File: src/rtl/load_store_unit_if.sv
// Handshake bundles for the load/store unit: core request/response side
// and data-memory side. master drives requests, slave serves them.
interface load_store_unit_if;
  logic        req_valid;
  logic        req_ready;
  logic        req_we;
  logic [2:0]  req_funct3;
  logic [31:0] req_addr;
  logic [31:0] req_wdata;
  logic        rsp_valid;
  logic [31:0] rsp_rdata;
  logic        rsp_err;

  modport master (
    output req_valid, req_we, req_funct3,
    output req_addr, req_wdata,
    input  req_ready, rsp_valid,
    input  rsp_rdata, rsp_err
  );

  modport slave (
    input  req_valid, req_we, req_funct3,
    input  req_addr, req_wdata,
    output req_ready, rsp_valid,
    output rsp_rdata, rsp_err
  );
endinterface

interface load_store_unit_mem_if;
  logic        mem_cs;
  logic        mem_rd_wr;
  logic [3:0]  mem_mask;
  logic [31:0] mem_addr;
  logic [31:0] mem_wdata;
  logic [31:0] mem_rdata;

  modport master (
    output mem_cs, mem_rd_wr, mem_mask,
    output mem_addr, mem_wdata,
    input  mem_rdata
  );

  modport slave (
    input  mem_cs, mem_rd_wr, mem_mask,
    input  mem_addr, mem_wdata,
    output mem_rdata
  );
endinterface

File: src/rtl/load_store_unit.sv
// Load/store unit: one request at a time, word-crossing accesses split in two.
// Ports: clk, rst (async high), core (req/rsp slave), mem (memory master).
module load_store_unit #(
  parameter bit ALLOW_MISALIGNED = 1'b1
) (
  input  logic                  clk,
  input  logic                  rst,
  load_store_unit_if.slave      core,
  load_store_unit_mem_if.master mem
);

  typedef enum logic [1:0] {
    IDLE,
    ACC0,
    ACC1,
    RESP
  } state_t;

  state_t      r_state;
  state_t      w_next;
  logic        r_we;
  logic        r_err;
  logic [2:0]  r_f3;
  logic [31:0] r_addr;
  logic [31:0] r_wdata;
  logic [31:0] r_word0;
  logic [31:0] r_word1;

  logic        w_hs;
  logic        w_legal;
  logic        w_req_split;
  logic        w_req_err;
  logic [1:0]  w_off;
  logic [2:0]  w_size;
  logic [2:0]  w_sh;
  logic [3:0]  w_smask;
  logic        w_split;
  logic [31:0] w_base;
  logic [31:0] w_dw;
  logic [31:0] w_ext;

  function automatic logic [2:0] size_of(input logic [1:0] sz);
    logic [2:0] s;
    unique case (1'b1)
      (sz == 2'b00): s = 3'd1;
      (sz == 2'b01): s = 3'd2;
      default:       s = 3'd4;
    endcase
    return s;
  endfunction

  // request-side legality, evaluated only at the handshake
  assign w_legal = core.req_we
    ? (core.req_funct3 inside {3'b000, 3'b001, 3'b010})
    : (core.req_funct3 inside {3'b000, 3'b001, 3'b010,
                               3'b100, 3'b101});
  assign w_req_split = ({1'b0, core.req_addr[1:0]}
                        + size_of(core.req_funct3[1:0])) > 3'd4;
  assign w_req_err = !w_legal
                  || (!ALLOW_MISALIGNED && w_req_split);
  assign w_hs = core.req_valid && (r_state == IDLE);

  // captured-request decode
  assign w_off   = r_addr[1:0];
  assign w_size  = size_of(r_f3[1:0]);
  assign w_sh    = 3'd4 - {1'b0, w_off};
  assign w_split = ({1'b0, w_off} + w_size) > 3'd4;
  assign w_base  = {r_addr[31:2], 2'b00};
  assign w_smask = (r_f3[1:0] == 2'b00) ? 4'b0001
                 : (r_f3[1:0] == 2'b01) ? 4'b0011
                 :                        4'b1111;

  // merged read data, already shifted down to byte 0
  assign w_dw = 32'({r_word1, r_word0} >> {w_off, 3'b000});

  always_comb begin
    w_ext = w_dw;
    unique case (1'b1)
      (r_f3 == 3'b000): w_ext = {{24{w_dw[7]}}, w_dw[7:0]};
      (r_f3 == 3'b001): w_ext = {{16{w_dw[15]}}, w_dw[15:0]};
      (r_f3 == 3'b100): w_ext = {24'd0, w_dw[7:0]};
      (r_f3 == 3'b101): w_ext = {16'd0, w_dw[15:0]};
      default:          w_ext = w_dw;
    endcase
  end

  always_ff @(posedge clk or posedge rst) begin
    if (rst) r_state <= IDLE;
    else     r_state <= w_next;
  end

  always_comb begin
    w_next         = r_state;
    core.req_ready = 1'b0;
    core.rsp_valid = 1'b0;
    core.rsp_rdata = 32'd0;
    core.rsp_err   = 1'b0;
    mem.mem_cs     = 1'b1;
    mem.mem_rd_wr  = 1'b1;
    mem.mem_mask   = 4'd0;
    mem.mem_addr   = 32'd0;
    mem.mem_wdata  = 32'd0;
    unique case (r_state)
      IDLE: begin
        core.req_ready = 1'b1;
        if (core.req_valid)
          w_next = w_req_err ? RESP : ACC0;
      end
      ACC0: begin
        mem.mem_cs    = 1'b0;
        mem.mem_rd_wr = !r_we;
        mem.mem_addr  = w_base;
        mem.mem_mask  = w_smask << w_off;
        mem.mem_wdata = r_wdata << {w_off, 3'b000};
        w_next        = w_split ? ACC1 : RESP;
      end
      ACC1: begin
        mem.mem_cs    = 1'b0;
        mem.mem_rd_wr = !r_we;
        mem.mem_addr  = w_base + 32'd4;
        mem.mem_mask  = w_smask >> w_sh;
        mem.mem_wdata = r_wdata >> {w_sh, 3'b000};
        w_next        = RESP;
      end
      RESP: begin
        core.rsp_valid = 1'b1;
        core.rsp_err   = r_err;
        core.rsp_rdata = (r_err || r_we) ? 32'd0 : w_ext;
        w_next         = IDLE;
      end
      default: w_next = IDLE;
    endcase
  end

  always_ff @(posedge clk or posedge rst) begin
    if (rst) begin
      r_we    <= 1'b0;
      r_err   <= 1'b0;
      r_f3    <= 3'd0;
      r_addr  <= 32'd0;
      r_wdata <= 32'd0;
      r_word0 <= 32'd0;
      r_word1 <= 32'd0;
    end else begin
      if (w_hs) begin
        r_we    <= core.req_we;
        r_f3    <= core.req_funct3;
        r_addr  <= core.req_addr;
        r_wdata <= core.req_wdata;
        r_err   <= w_req_err;
      end
      if (r_state == ACC0) r_word0 <= mem.mem_rdata;
      if (r_state == ACC1) r_word1 <= mem.mem_rdata;
    end
  end

endmodule
File: src/flat_wrapper.sv
// flat-port wrapper written by rule: the top's interface ports become plain ports
module load_store_unit_flat 
#(
  parameter bit ALLOW_MISALIGNED = 1'b1
)
  (clk, rst, core_req_valid, core_req_we, core_req_funct3, core_req_addr, core_req_wdata, core_req_ready, core_rsp_valid, core_rsp_rdata, core_rsp_err, mem_mem_cs, mem_mem_rd_wr, mem_mem_mask, mem_mem_addr, mem_mem_wdata, mem_mem_rdata);
  load_store_unit_if core_i ();
  load_store_unit_mem_if mem_i ();
  input  logic clk;
  input  logic rst;
  input wire logic [$bits(core_i.req_valid)-1:0] core_req_valid;
  input wire logic [$bits(core_i.req_we)-1:0] core_req_we;
  input wire logic [$bits(core_i.req_funct3)-1:0] core_req_funct3;
  input wire logic [$bits(core_i.req_addr)-1:0] core_req_addr;
  input wire logic [$bits(core_i.req_wdata)-1:0] core_req_wdata;
  output wire logic [$bits(core_i.req_ready)-1:0] core_req_ready;
  output wire logic [$bits(core_i.rsp_valid)-1:0] core_rsp_valid;
  output wire logic [$bits(core_i.rsp_rdata)-1:0] core_rsp_rdata;
  output wire logic [$bits(core_i.rsp_err)-1:0] core_rsp_err;
  output wire logic [$bits(mem_i.mem_cs)-1:0] mem_mem_cs;
  output wire logic [$bits(mem_i.mem_rd_wr)-1:0] mem_mem_rd_wr;
  output wire logic [$bits(mem_i.mem_mask)-1:0] mem_mem_mask;
  output wire logic [$bits(mem_i.mem_addr)-1:0] mem_mem_addr;
  output wire logic [$bits(mem_i.mem_wdata)-1:0] mem_mem_wdata;
  input wire logic [$bits(mem_i.mem_rdata)-1:0] mem_mem_rdata;
  assign core_i.req_valid = core_req_valid;
  assign core_i.req_we = core_req_we;
  assign core_i.req_funct3 = core_req_funct3;
  assign core_i.req_addr = core_req_addr;
  assign core_i.req_wdata = core_req_wdata;
  assign core_req_ready = core_i.req_ready;
  assign core_rsp_valid = core_i.rsp_valid;
  assign core_rsp_rdata = core_i.rsp_rdata;
  assign core_rsp_err = core_i.rsp_err;
  assign mem_mem_cs = mem_i.mem_cs;
  assign mem_mem_rd_wr = mem_i.mem_rd_wr;
  assign mem_mem_mask = mem_i.mem_mask;
  assign mem_mem_addr = mem_i.mem_addr;
  assign mem_mem_wdata = mem_i.mem_wdata;
  assign mem_i.mem_rdata = mem_mem_rdata;
  load_store_unit #(.ALLOW_MISALIGNED(ALLOW_MISALIGNED)) u_core (.clk(clk), .rst(rst), .core(core_i), .mem(mem_i));
endmodule
File: config.mk
export PLATFORM = sky130hd
export DESIGN_NAME = load_store_unit_flat
export DESIGN_NICKNAME = d
export VERILOG_FILES = /design/src/rtl/load_store_unit_if.sv /design/src/rtl/load_store_unit.sv /design/src/flat_wrapper.sv
export SDC_FILE = /design/constraint.sdc
export NUM_CORES = 1
export LEC_CHECK = 0
export BUFFER_PORTS_ARGS = -buffer_cell sky130_fd_sc_hd__buf_2
export CORE_ASPECT_RATIO = 1.1
export CORE_MARGIN = 5
export CORE_UTILIZATION = 45
export CTS_BUF_LIST = sky130_fd_sc_hd__clkbuf_4 sky130_fd_sc_hd__clkbuf_8 sky130_fd_sc_hd__clkbuf_16
export DETAILED_ROUTE_END_ITERATION = 8
export GPL_TIMING_DRIVEN = 0
export PLACE_DENSITY = 0.79
export SLEW_MARGIN = 30
export SYNTH_ARGS = -nofsm -noshare
export SYNTH_HDL_FRONTEND = slang
export SYNTH_SLANG_ARGS = --single-unit
File: constraint.sdc
create_clock -name clk -period 5.25 [get_ports clk]
set_input_delay 1.05 -clock clk [delete_from_list [all_inputs] [get_ports clk]]
set_output_delay 1.05 -clock clk [all_outputs]
set_load 0.02 [all_outputs]
== Yosys cells after proc, flatten, opt, wreduce, memory -nomap -nowiden ==
Cells that the tools add are included.

* Output and inout bits: 105
* Bits in registers: 135

* Eq/ne operators: 12
* Add/subtract/negate cells: 3
* Reduce and logical (&&, ||, !) cells: 11
* Shift-type cells: 5
* $lt $le $gt $ge: 1
* Muxes and demuxes: 19

{| class="wikitable"
|+ Operators by type and width
! operator !! number
|-
| 32-bit case mux with 2 select lines || 2
|-
| 32-bit case mux with 4 select lines || 1
|-
| 32-bit 2-to-1 mux || 2
|-
| 64-bit by 5-bit right shift with 32-bit output || 1
|-
| 32-bit by 3-bit adder with 32-bit output, second input constant || 1
|-
| 32-bit by 5-bit left shift with 32-bit output || 1
|-
| 32-bit by 6-bit right shift with 32-bit output || 1
|-
| 3-bit equality test, second input constant || 4
|-
| 4-bit 2-to-1 mux || 2
|-
| 2-bit case mux with 4 select lines || 1
|-
| 4-bit case mux with 2 select lines || 1
|-
| 1-bit 2-to-1 mux || 7
|-
| 3-bit by 1-bit equality test with 1-bit output, second input constant || 2
|-
| 3-bit zero test || 2
|-
| 3-bit case mux with 2 select lines || 1
|-
| 5-bit nonzero test || 1
|-
| 2-bit by 1-bit equality test with 1-bit output, second input constant || 2
|-
| 2-bit equality test, second input constant || 2
|-
| 2-bit zero test || 2
|-
| 2-bit 2-to-1 mux || 2
|-
| 4-bit by 2-bit left shift with 4-bit output || 1
|-
| 4-bit by 3-bit right shift with 4-bit output || 1
|-
| 2-bit by 3-bit adder with 3-bit output || 1
|-
| 3-bit by 2-bit equality test with 1-bit output, second input constant || 1
|-
| other kinds (8) || 9
|}

== Logic depth before layout (Yosys ltp) ==
Gate-level depths: netlist of the first run.

* Word-level depth: 6
* Mapped depth: 10

== Worst setup path before layout of the first run ==
No wires, ideal clock.

* Path type: register to output
* Start point: reg u_core.r_addr[0]
* End point: out mem_mem_wdata[12]
* Data required time: 4200 ps
* Arrival time: 2470 ps
* Stages on the path, launching flop included: 10
* Slack: 1730 ps
* Path buffers: 3
* Path through: dfrtp_1 > buf_2 > inv_2 > clkbuf_1 > ha_1 > nor2_2 > o21a_1 > buf_2 > a22oi_1 > a21oi_1

* Cells in the longest elaborated chain, start to end: 3

{| class="wikitable"
|+ RTL lines
! item !! line !! RTL
|-
| start, declared || load_store_unit.sv:24 || <nowiki>logic [31:0] r_addr;</nowiki>
|-
| start signal, assigned || load_store_unit.sv:148 || <nowiki>r_addr <= core.req_addr;</nowiki>
|-
| 3-bit by 2-bit subtractor with 3-bit output || load_store_unit.sv:66 || <nowiki>assign w_sh = 3'd4 - {1'b0, w_off};</nowiki>
|-
| 32-bit by 6-bit right shift with 32-bit output || load_store_unit.sv:122 || <nowiki>mem.mem_wdata = r_wdata >> {w_sh, 3'b000};</nowiki>
|-
| 32-bit case mux with 2 select lines * || load_store_unit.sv:103 || <nowiki>unique case (r_state)</nowiki>
|-
| end, declared || flat_wrapper.sv:24 || <nowiki>output wire logic [$bits(mem_i.mem_wdata)-1:0] mem_mem_wdata;</nowiki>
|}

Mark *: on every way between the ends. The rest lies on a longest branch, timed or not.

== Worst setup path in the final report of the first run ==
* Start point: reg u_core.r_addr[0]
* End point: out mem_mem_wdata[13]

Same word-level chain as after synthesis.

==> results of run 1 <==
[power by group]
part / switching (mW) / internal (mW) / total (mW)
Combinational: 2.58 / 1.75 / 4.33
Clock: 0.463 / 0.780 / 1.24
Sequential: 0.517 / 1.49 / 2.01
Total: 3.56 / 4.02 / 7.58
[logic make-up after synthesis]
logic type / count (synthesis) / synth area share, %
and+or+nand+nor: 218 / 13.52
AOI/OAI and AO/OA: 204 / 16.22
muxes: 183 / 24.74
DFF: 127 / 38.84
buffers and inverters: 83 / 4.404
adders and majority gates: 10 / 1.590
xor gates and xnor gates: 6 / 0.6422
other: 1 / 0.04583
[state kept, by name, summed over array words and instances (netlist names)]
name	cells
u_core.r_word0	32
u_core.r_we	1
u_core.r_wdata	32
u_core.r_state	2
u_core.r_f3	3
u_core.r_addr	32
u_core.r_word1	24
u_core.r_err	1
[layout make-up]
| cell class | instances | area [µm²] | area share (%) |
|---|---|---|---|
| Multi-Input combinational cell | 623 | 4653 | 45.75 |
| Sequential cell | 127 | 3178 | 31.25 |
| Timing Repair Buffer | 206 | 1054 | 10.36 |
| Clock buffer | 20 | 460.4 | 4.527 |
| Buffer | 69 | 307.8 | 3.026 |
| Tap cell | 238 | 297.8 | 2.928 |
| Clock inverter | 12 | 157.7 | 1.550 |
| Inverter | 14 | 60.06 | 0.5905 |
| Antenna cell | 1 | 2.502 | 0.02460 |
[routing by layer]
layer / GRT usage [%] / up-vias
met5: 0 / -
met4: 8.202 / 6
met3: 6.757 / 62
met2: 40.04 / 464
met1: 31.77 / 3692
li1: - / 3490
[how the worst max path moves through the flow]
stage | from | to | slack [ns] | depth (start not counted)
3_3_place_gp | rst | u_core.r_addr[19]$_DFFE_PP0P_ | -0.61 | 2
6_report | u_core.r_addr[0]$_DFFE_PP0P_ | mem_mem_wdata[13] | 0.37 | 10
5_1_grt | u_core.r_addr[0]$_DFFE_PP0P_ | mem_mem_wdata[13] | 0.25 | 10
4_1_cts | u_core.r_addr[0]$_DFFE_PP0P_ | mem_mem_wdata[13] | 0.46 | 10
3_5_place_dp | u_core.r_addr[0]$_DFFE_PP0P_ | mem_mem_wdata[13] | 0.93 | 10
2_1_floorplan | rst | u_core.r_addr[0]$_DFFE_PP0P_ | 0.82 | 1
[layout by cell type, fill, tap and decap left out, drive strengths merged, types with 9 or more instances in the layout]
| cell | count |
|---|---|
| clkbuf | 52 |
| inv | 17 |
| a22oi | 32 |
| buf | 243 |
| a211oi | 15 |
| nand3 | 29 |
| nand2 | 70 |
| nor2b | 11 |
| a21oi | 60 |
| mux2 | 154 |
| nor2 | 70 |
| a22o | 13 |
| mux2i | 29 |
| o21ai | 47 |
| dfrtp | 127 |
| nand4 | 9 |
==> results.md, run 1 <==
- The library cell used as clock root buffer is clkbuf_16.
- In the post-synthesis netlist, the cell with the most instances is mux2_2.
- The post-synthesis average cell area is between 9 and 10 µm².
- Setup violations remaining at the end of the flow were counted as 0.
- For this design the static power due to leakage is between 4 and 5 nW.
- After the last flow step, the layout net total stands at ~1200.
- The number of clock buffers inserted by TritonCTS is 17.
- Once the floorplan was initialized, standard cells occupied ~46% of the core.
- The count of synthesis-stage warnings from yosys is 0.
- The maximum single-stage delay on the critical path is a little over 0.5 ns.
- The cell depth of the worst min-delay path is 1.
- The number of post-CTS setup repair buffers is 0.
- Hold repair after CTS inserted 0 buffers.
- Once placement completed, the tool counted placed cells totaling 1277.
- The number of rows in the core area is around 50.
- The cell area after placement is roughly 9600 µm².
- The number of port buffers is around 210.
- The width of the die is around 140 µm.
- Once layout is complete, the utilization of the core stands at a little under three fifths.
- The final number of hold-violating endpoints is 0.
- The chip height is ~150 µm.
- The share of flip-flops with an asynchronous set or reset is between 90% and 100%.
- The final route contains ~7700 vias.
- The flow ran to the end, and the final reports show no timing, DRC or antenna violations.
- The deepest clock path buffer count is 2.
- The worst path buffer plus inverter count is 5.
- The largest net degree at the start of global routing is 84.
- The final antenna-violating net count is 0.
- The last weighted congestion value of the routability-driven placer is between 0.9 and 1.
- Once routing completed, OpenROAD measured the worst setup slack at 0.3686 ns.
- At the worst endpoint, the arrival time is roughly 3.8 ns.
- Summed over all nets, wire length on met3 after detailed routing comes to 2435 µm.
- The startpoint of the worst register-to-register path is u_core.r_f3[0]$_DFFE_PP0P_.
- The proportion of layout cells with a drive suffix above 1 is 41.18%.
- After detailed routing, the wire length on met1 is around 11000 µm.
- In this run, synthesis inferred 0 flip-flops with an integrated enable.
- The signal on the critical path passes through buf_2, inv_2, clkbuf_1, ha_1, nor2_2, o21a_1, buf_2, a22oi_1, a21oi_1, buf_2.
- The die covers between 20000 and 25000 µm².
- The end of the worst register-to-register path is u_core.r_state[0]$_DFFE_PP0P_.
- The max-slew violation count is 0.
- The setup path with the least slack is of type flip-flop to output port.
- Wire segments on met2 add up to 12450 µm in the final route.
- The worst hold path terminates at u_core.r_word0[3]$_DFFE_PP0P_.
- The layout overhead on the synthesized area is 24.30%.
- The detailed-route wire length is approximately 26000 µm.
- The synthesized netlist contains between 60 and 70 unique library cells.
- The sequential element share of the synthesized area is roughly two fifths.
- After detailed routing, no signal wire sits above met5.
- The worst hold path begins at u_core.r_word0[3]$_DFFE_PP0P_.
- Across the routed clock network, the largest skew measured is between 0.01 and 0.015 ns.
- The reg2reg setup slack is roughly 3.0 ns.
- The sink count of the clock tree is about 130.
- Summing every instance area after synthesis gives 8183 µm².
- Clock-pin slew was measured on the worst setup and hold paths at about 0.06 ns.
- The number of antenna violations at the first check in global routing is 4.
- The sort of element at the end of the critical path is an output port.
- The number of instances in the synthesized netlist is 832.
- The number of cells on the worst reg-to-reg path is 10.
- The number of placed I/O pins is approximately 210.
- Dividing the final minimum period by the clock period gives around 93%.
- The worst hold path belongs to the class flip-flop to flip-flop.
- The H-tree was split into 4 levels.
- The remaining global-route overflow is 0.
- The number of remaining DRC errors is 0.
- The worst IR drop on VDD is 345.9 µV.
- The total of cells resized after clock tree synthesis is 0.
- The family with the most delay on the worst path is buffers and inverters.
- In the routed layout, each cell is associated on average with a via count of between 5 and 6.
- Of all cell types, the one taking the most synthesized area is dfrtp_1.
- The first TritonRoute pass finished after 5 iterations.
- In the global route stage, overall resource usage came out at 24.54%.
- The setup TNS is 0 ns.
- The number of standard cells in the layout, taps in and fillers out is 1310.
- The area share of the leading cell type in the synthesized netlist is between 30% and 40%.
- Dividing the detail-routed wire length by the instance count gives around 20 µm.
- The commonest cells after synthesis are mux2_2 (154), dfrtp_1 (127), nand2_1 (70).
- The number of filler instances in the final layout is between 1500 and 2000.
- The highest net fanout along the worst path is 11.
- The wire-length estimate of the detail-placed layout is 19140 µm.
- The number of register bits inferred by synthesis is between 100 and 150.
- For this block, the initial DRC count from the detailed router was 793.
- The shortest period the worst path allows is ~5 ns.
- The number of global-route vias before repair is 7579.
- The CTS tree is built.
- Setup repair after global routing left no endpoint under its margin.
- The finished cells cover between 10000 and 15000 µm².
- Ranked by total cell area, the synthesized netlist is headed by dfrtp_1 (39%), mux2_2 (21%), a21oi_1 (3.7%), mux2i_1 (3.5%), nand2_1 (3.2%).
- For the worst-skew pair, the clock arrives at the later sink with an insertion delay of 0.43 ns.
- The worst hold-check slack is a little over 0.5 ns.
- The leading register cell type out of synthesis is dfrtp_1.
- The overall power after layout is roughly 7.6 mW.
- For the worst setup path, the data required time is 4.20 ns.
- Headroom to the max-slew limit came out at a little over two fifths.
- The cell seen most often among critical-path stages is buf_2.
- OpenSTA, run right after detailed placement, puts the worst setup slack at around 0.93 ns.
- The largest individual stage delay along the critical path comes from the cell clkbuf_1.
- The highest clock rate is 0.2049 GHz.
- The number of maximum-capacitance violations is 0.
- Power spread over the standard cell area amounts to 745.3 nW/µm².
- The worst setup path is launched from a flip-flop.
- The first global-routing pass estimated slightly above 40000 µm of wire.
- The worst-margin pin slew is a little under 0.9 ns.
- The area of the placeable core is 17800 µm².
No activity file was read; power rests on OpenSTA's default activity.
==> run 2, diff against run 1 <==
Settings changed: GPL_TIMING_DRIVEN 0 to not set.
==> run 2 against run 1 <==
Net effect:
- final area shrank 2.6%
- largest cell class unchanged
- critical path type unchanged
- non-clock buffer count shrank 60
- largest power group unchanged
- power shrank 4.2%
- flip-flop and latch count is the same
==> results.md, run 2 (synthesis results as in run 1) <==
- The reported net switching power is 3.316 mW (-6.8%).
- Traced cell by cell, the critical path runs through inv_2, ha_1, nor2_2, o21a_1, a22oi_1, a21oi_1, buf_2.
- The die area is 20980 µm² (unchanged).
- The number of filler instances in the final layout came to 1541 (-1.6%).
- The cell area power density is 733.0 nW/µm² (-1.6%).
- Setup repair after global routing left no endpoint under its margin.
- The switching power as a share of total power came to 45.68% (-1.3 points).
- The flow ran to the end, and the final reports show no timing, DRC or antenna violations.
- The number of placed I/O pins is 208 (unchanged).
- The worst min-delay path class is flip-flop to flip-flop.
- The end of the worst register-to-register path is u_core.r_state[0]$_DFFE_PP0P_.
- The startpoint of the worst register-to-register path is u_core.r_f3[1]$_DFFE_PP0P_.
- In the layout the commonest cells are buf_2 (205), mux2_2 (154), dfrtp_1 (125).
- The area of the placeable core came to 17800 µm² (unchanged).
- The number of global-route vias before repair is 7111 (-6.2%).
- The worst setup path is launched from a flip-flop.
- The internal power summed over all cells is 3.942 mW (-2.0%).
- TritonCTS built the clock tree.
- The worst min-delay path startpoint is u_core.r_word0[0]$_DFFE_PP0P_.
- The total half-perimeter wirelength after legalization and detailed placement is 16000 µm (-16%).
- The width of the die came to 138.6 µm (unchanged).
- The sink count of the clock tree was 127 (unchanged).
- The detailed-route wire length is 23310 µm (-11%).
- The largest registers in the layout are u_core.r_addr x32, u_core.r_wdata x32, u_core.r_word0 x32.
- The cell depth of the worst min-delay path is 1 (unchanged).
- The leading cell type in the layout, fill and taps excluded is buf_2.
- The number of vias per cell is 5.797 (-1.6%).
- The deepest clock path buffer count came to 2 (unchanged).
- The data arrival time of the critical path was 3.39 ns (-0.44 ns).
- The shortest period the worst path allows came to 4.443 ns (-0.4381 ns).
- The least setup slack across all paths after layout is 0.8067 ns (+0.4381 ns).
- The last weighted congestion value of the routability-driven placer is 0.8703 (-5.6%).
- The number of clock buffers inserted by TritonCTS is 17 (unchanged).
- The total number of H-tree levels is 4 (unchanged).
- The number of iterations in the first detailed-routing pass is 6 (+1).
- The average detailed-routed wire length per instance was 18.67 µm (-6.5%).
- The final antenna-violating net count was 0 (unchanged).
- The number of nets in the finished design is 1110 (-5.1%).
- The maximum single-stage delay on the critical path is 0.72 ns (+0.21 ns).
- The worst-margin pin slew is 0.9222 ns (+0.05677 ns).
- The part of the power in the clock network is 16.9% (+0.5 points).
- The fraction of the cycle the final worst path needs is 84.63% (-8.3 points).
- The number of hold-repair buffers added at the cts stage is 0 (unchanged).
- The worst-case reg-to-reg path depth is 9 (-1).
- The tightest slew margin relative to the limit was 38.52% (-3.8 points).
- The worst-skew pair later-pin latency was 0.41 ns (-0.02 ns).
- The critical path required time is 4.20 ns (about the same).
- The endpoint of the worst hold path is u_core.r_word0[0]$_DFFE_PP0P_.
- The number of antenna violations at the first check in global routing is 3 (-1).
- The reg2reg setup slack is 2.71 ns (-0.27 ns).
- From synthesis to final layout, the design area changed by 21.01%.
- The proportion of layout cells with a drive suffix above 1 is 42.73% (+1.6 points).
- The worst IR drop on VDD is 277.4 µV (-20%).
- The largest net degree at the start of global routing was 83 (-1.2%).
- The combined global-route utilization of all metal layers is 21.99% (-2.6 points).
- The highest-delay cell along the critical path is o21a_1.
- The part of the power in combinational logic is 54.8% (-2.3 points).
- The antenna diode count came to 0 (-1).
- The total of cells resized after clock tree synthesis is 0 (unchanged).
- The largest clock skew in the final design came to 0.006858 ns (-0.004989 ns).
- The first-pass GRT wire length is 37200 µm (-8.9%).
- The leakage component of the power is 4.537 nW (-2.6%).
- The library cell used as clock root buffer is clkbuf_16.
- The final number of hold-violating endpoints is 0 (unchanged).
- The remaining global-route overflow came to 0 (unchanged).
- The chip height was 151.4 µm (unchanged).
- The clock transition at the register clock pins on the worst setup and hold paths after CTS is 0.06 ns (about the same).
- The number of post-CTS setup repair buffers is 0 (unchanged).
- The critical path is of the flip-flop to output port type.
- The starting density of the core came to 45.96% (unchanged).
- STA classifies the critical path endpoint as an output port.
- The number of rows in the core area is 51 (unchanged).
- The count of vias placed by the detailed router was 7240 (-6.1%).
- The worst setup timing slack at the placement stage came to 1.258 ns (+0.3284 ns).
- The sequential group share of total power was 28.3% (+1.8 points).
- The number of port buffers is 205 (unchanged).
- The setup TNS is 0 ns (unchanged).
- The starting DRC count in detailed routing is 448 (-44%).
- The max-slew violation count is 0 (unchanged).
- The final setup violation count was 0 (unchanged).
- The number of remaining DRC errors came to 0 (unchanged).
- The highest net fanout along the worst path was 38 (+27).
- The number of maximum-capacitance violations is 0 (unchanged).
- The highest clock rate is 0.2251 GHz (+9.9%).
-- run 2: cell types whose count changed in the layout (fill, tap and decap cells not counted), sizes merged --
cell,change
clkbuf,-33
buf,-28
clkinv,+2
diode,-1
inv,-1
-- run 2: worst max path at each step --
stage | start | end | slack [ns] | depth (start not counted)
global placement | u_core.r_addr[0]$_DFFE_PP0P_ | mem_mem_wdata[12] | 1.39 | 7
global route | u_core.r_addr[0]$_DFFE_PP0P_ | mem_mem_wdata[9] | 0.61 | 7
CTS | u_core.r_addr[0]$_DFFE_PP0P_ | mem_mem_wdata[12] | 0.82 | 7
detailed placement | u_core.r_addr[0]$_DFFE_PP0P_ | mem_mem_wdata[12] | 1.26 | 7
finish | u_core.r_addr[0]$_DFFE_PP0P_ | mem_mem_wdata[12] | 0.81 | 7
floorplan | rst | u_core.r_addr[0]$_DFFE_PP0P_ | 0.82 | 1
-- run 2: per-stage QoR --
step | util (%) | instance area (µm²) | hold slack, ns | power, mW | cells
6_report | 55.62 | 9902 | 0.5013 | 7.258 | 1249
5_1_grt | 55.62 | 9902 | 0.5065 | 7.779 | 1249
4_1_cts | 55.62 | 9902 | 0.5010 | 7.284 | 1249
3_5_place_dp | 52.20 | 9293 | 0.4876 | 6.030 | 1217
3_3_place_gp | 52.20 | 9293 | 0.4833 | 5.928 | 1217
2_1_floorplan | - | 8187 | 0.4727 | 4.981 | 833
-- run 2: final cells by class --
cell class | count | area (µm²) | area share [%]
clock inverter | 13 | 162.7 | 1.643
multi-input combinational | 623 | 4658 | 47.04
clock buffer | 19 | 446.7 | 4.511
inverter | 14 | 55.05 | 0.5560
sequential | 127 | 3181 | 32.12
timing repair buffer | 215 | 1101 | 11.12
tap | 238 | 297.8 | 3.007
-- run 2: per-layer routing --
metal,wire length [µm],track usage (%)
met1,9563,27.16
met2,11270,37.01
met3,1893,6.220
met4,547,8.053
met5,41,0
-- run 2: power by group through the flow --
stage	Combinational, mW	Sequential (mW)	Clock, mW
2_1_floorplan	3.15	1.83	0
3_3_place_gp	3.90	2.02	0
3_5_place_dp	3.98	2.05	0
4_1_cts	4.00	2.04	1.25
5_1_grt	4.36	2.12	1.30
6_report	3.98	2.05	1.23
-- run 2: critical path, delay by kind of cell, from the launching register on --
kind	cells	cell delay (ns)
AOI/OAI and AO/OA	3	1.13
buffers and inverters	2	0.69
adders and majority gates	1	0.54
DFF	1	0.40
and+or+nand+nor	1	0.20
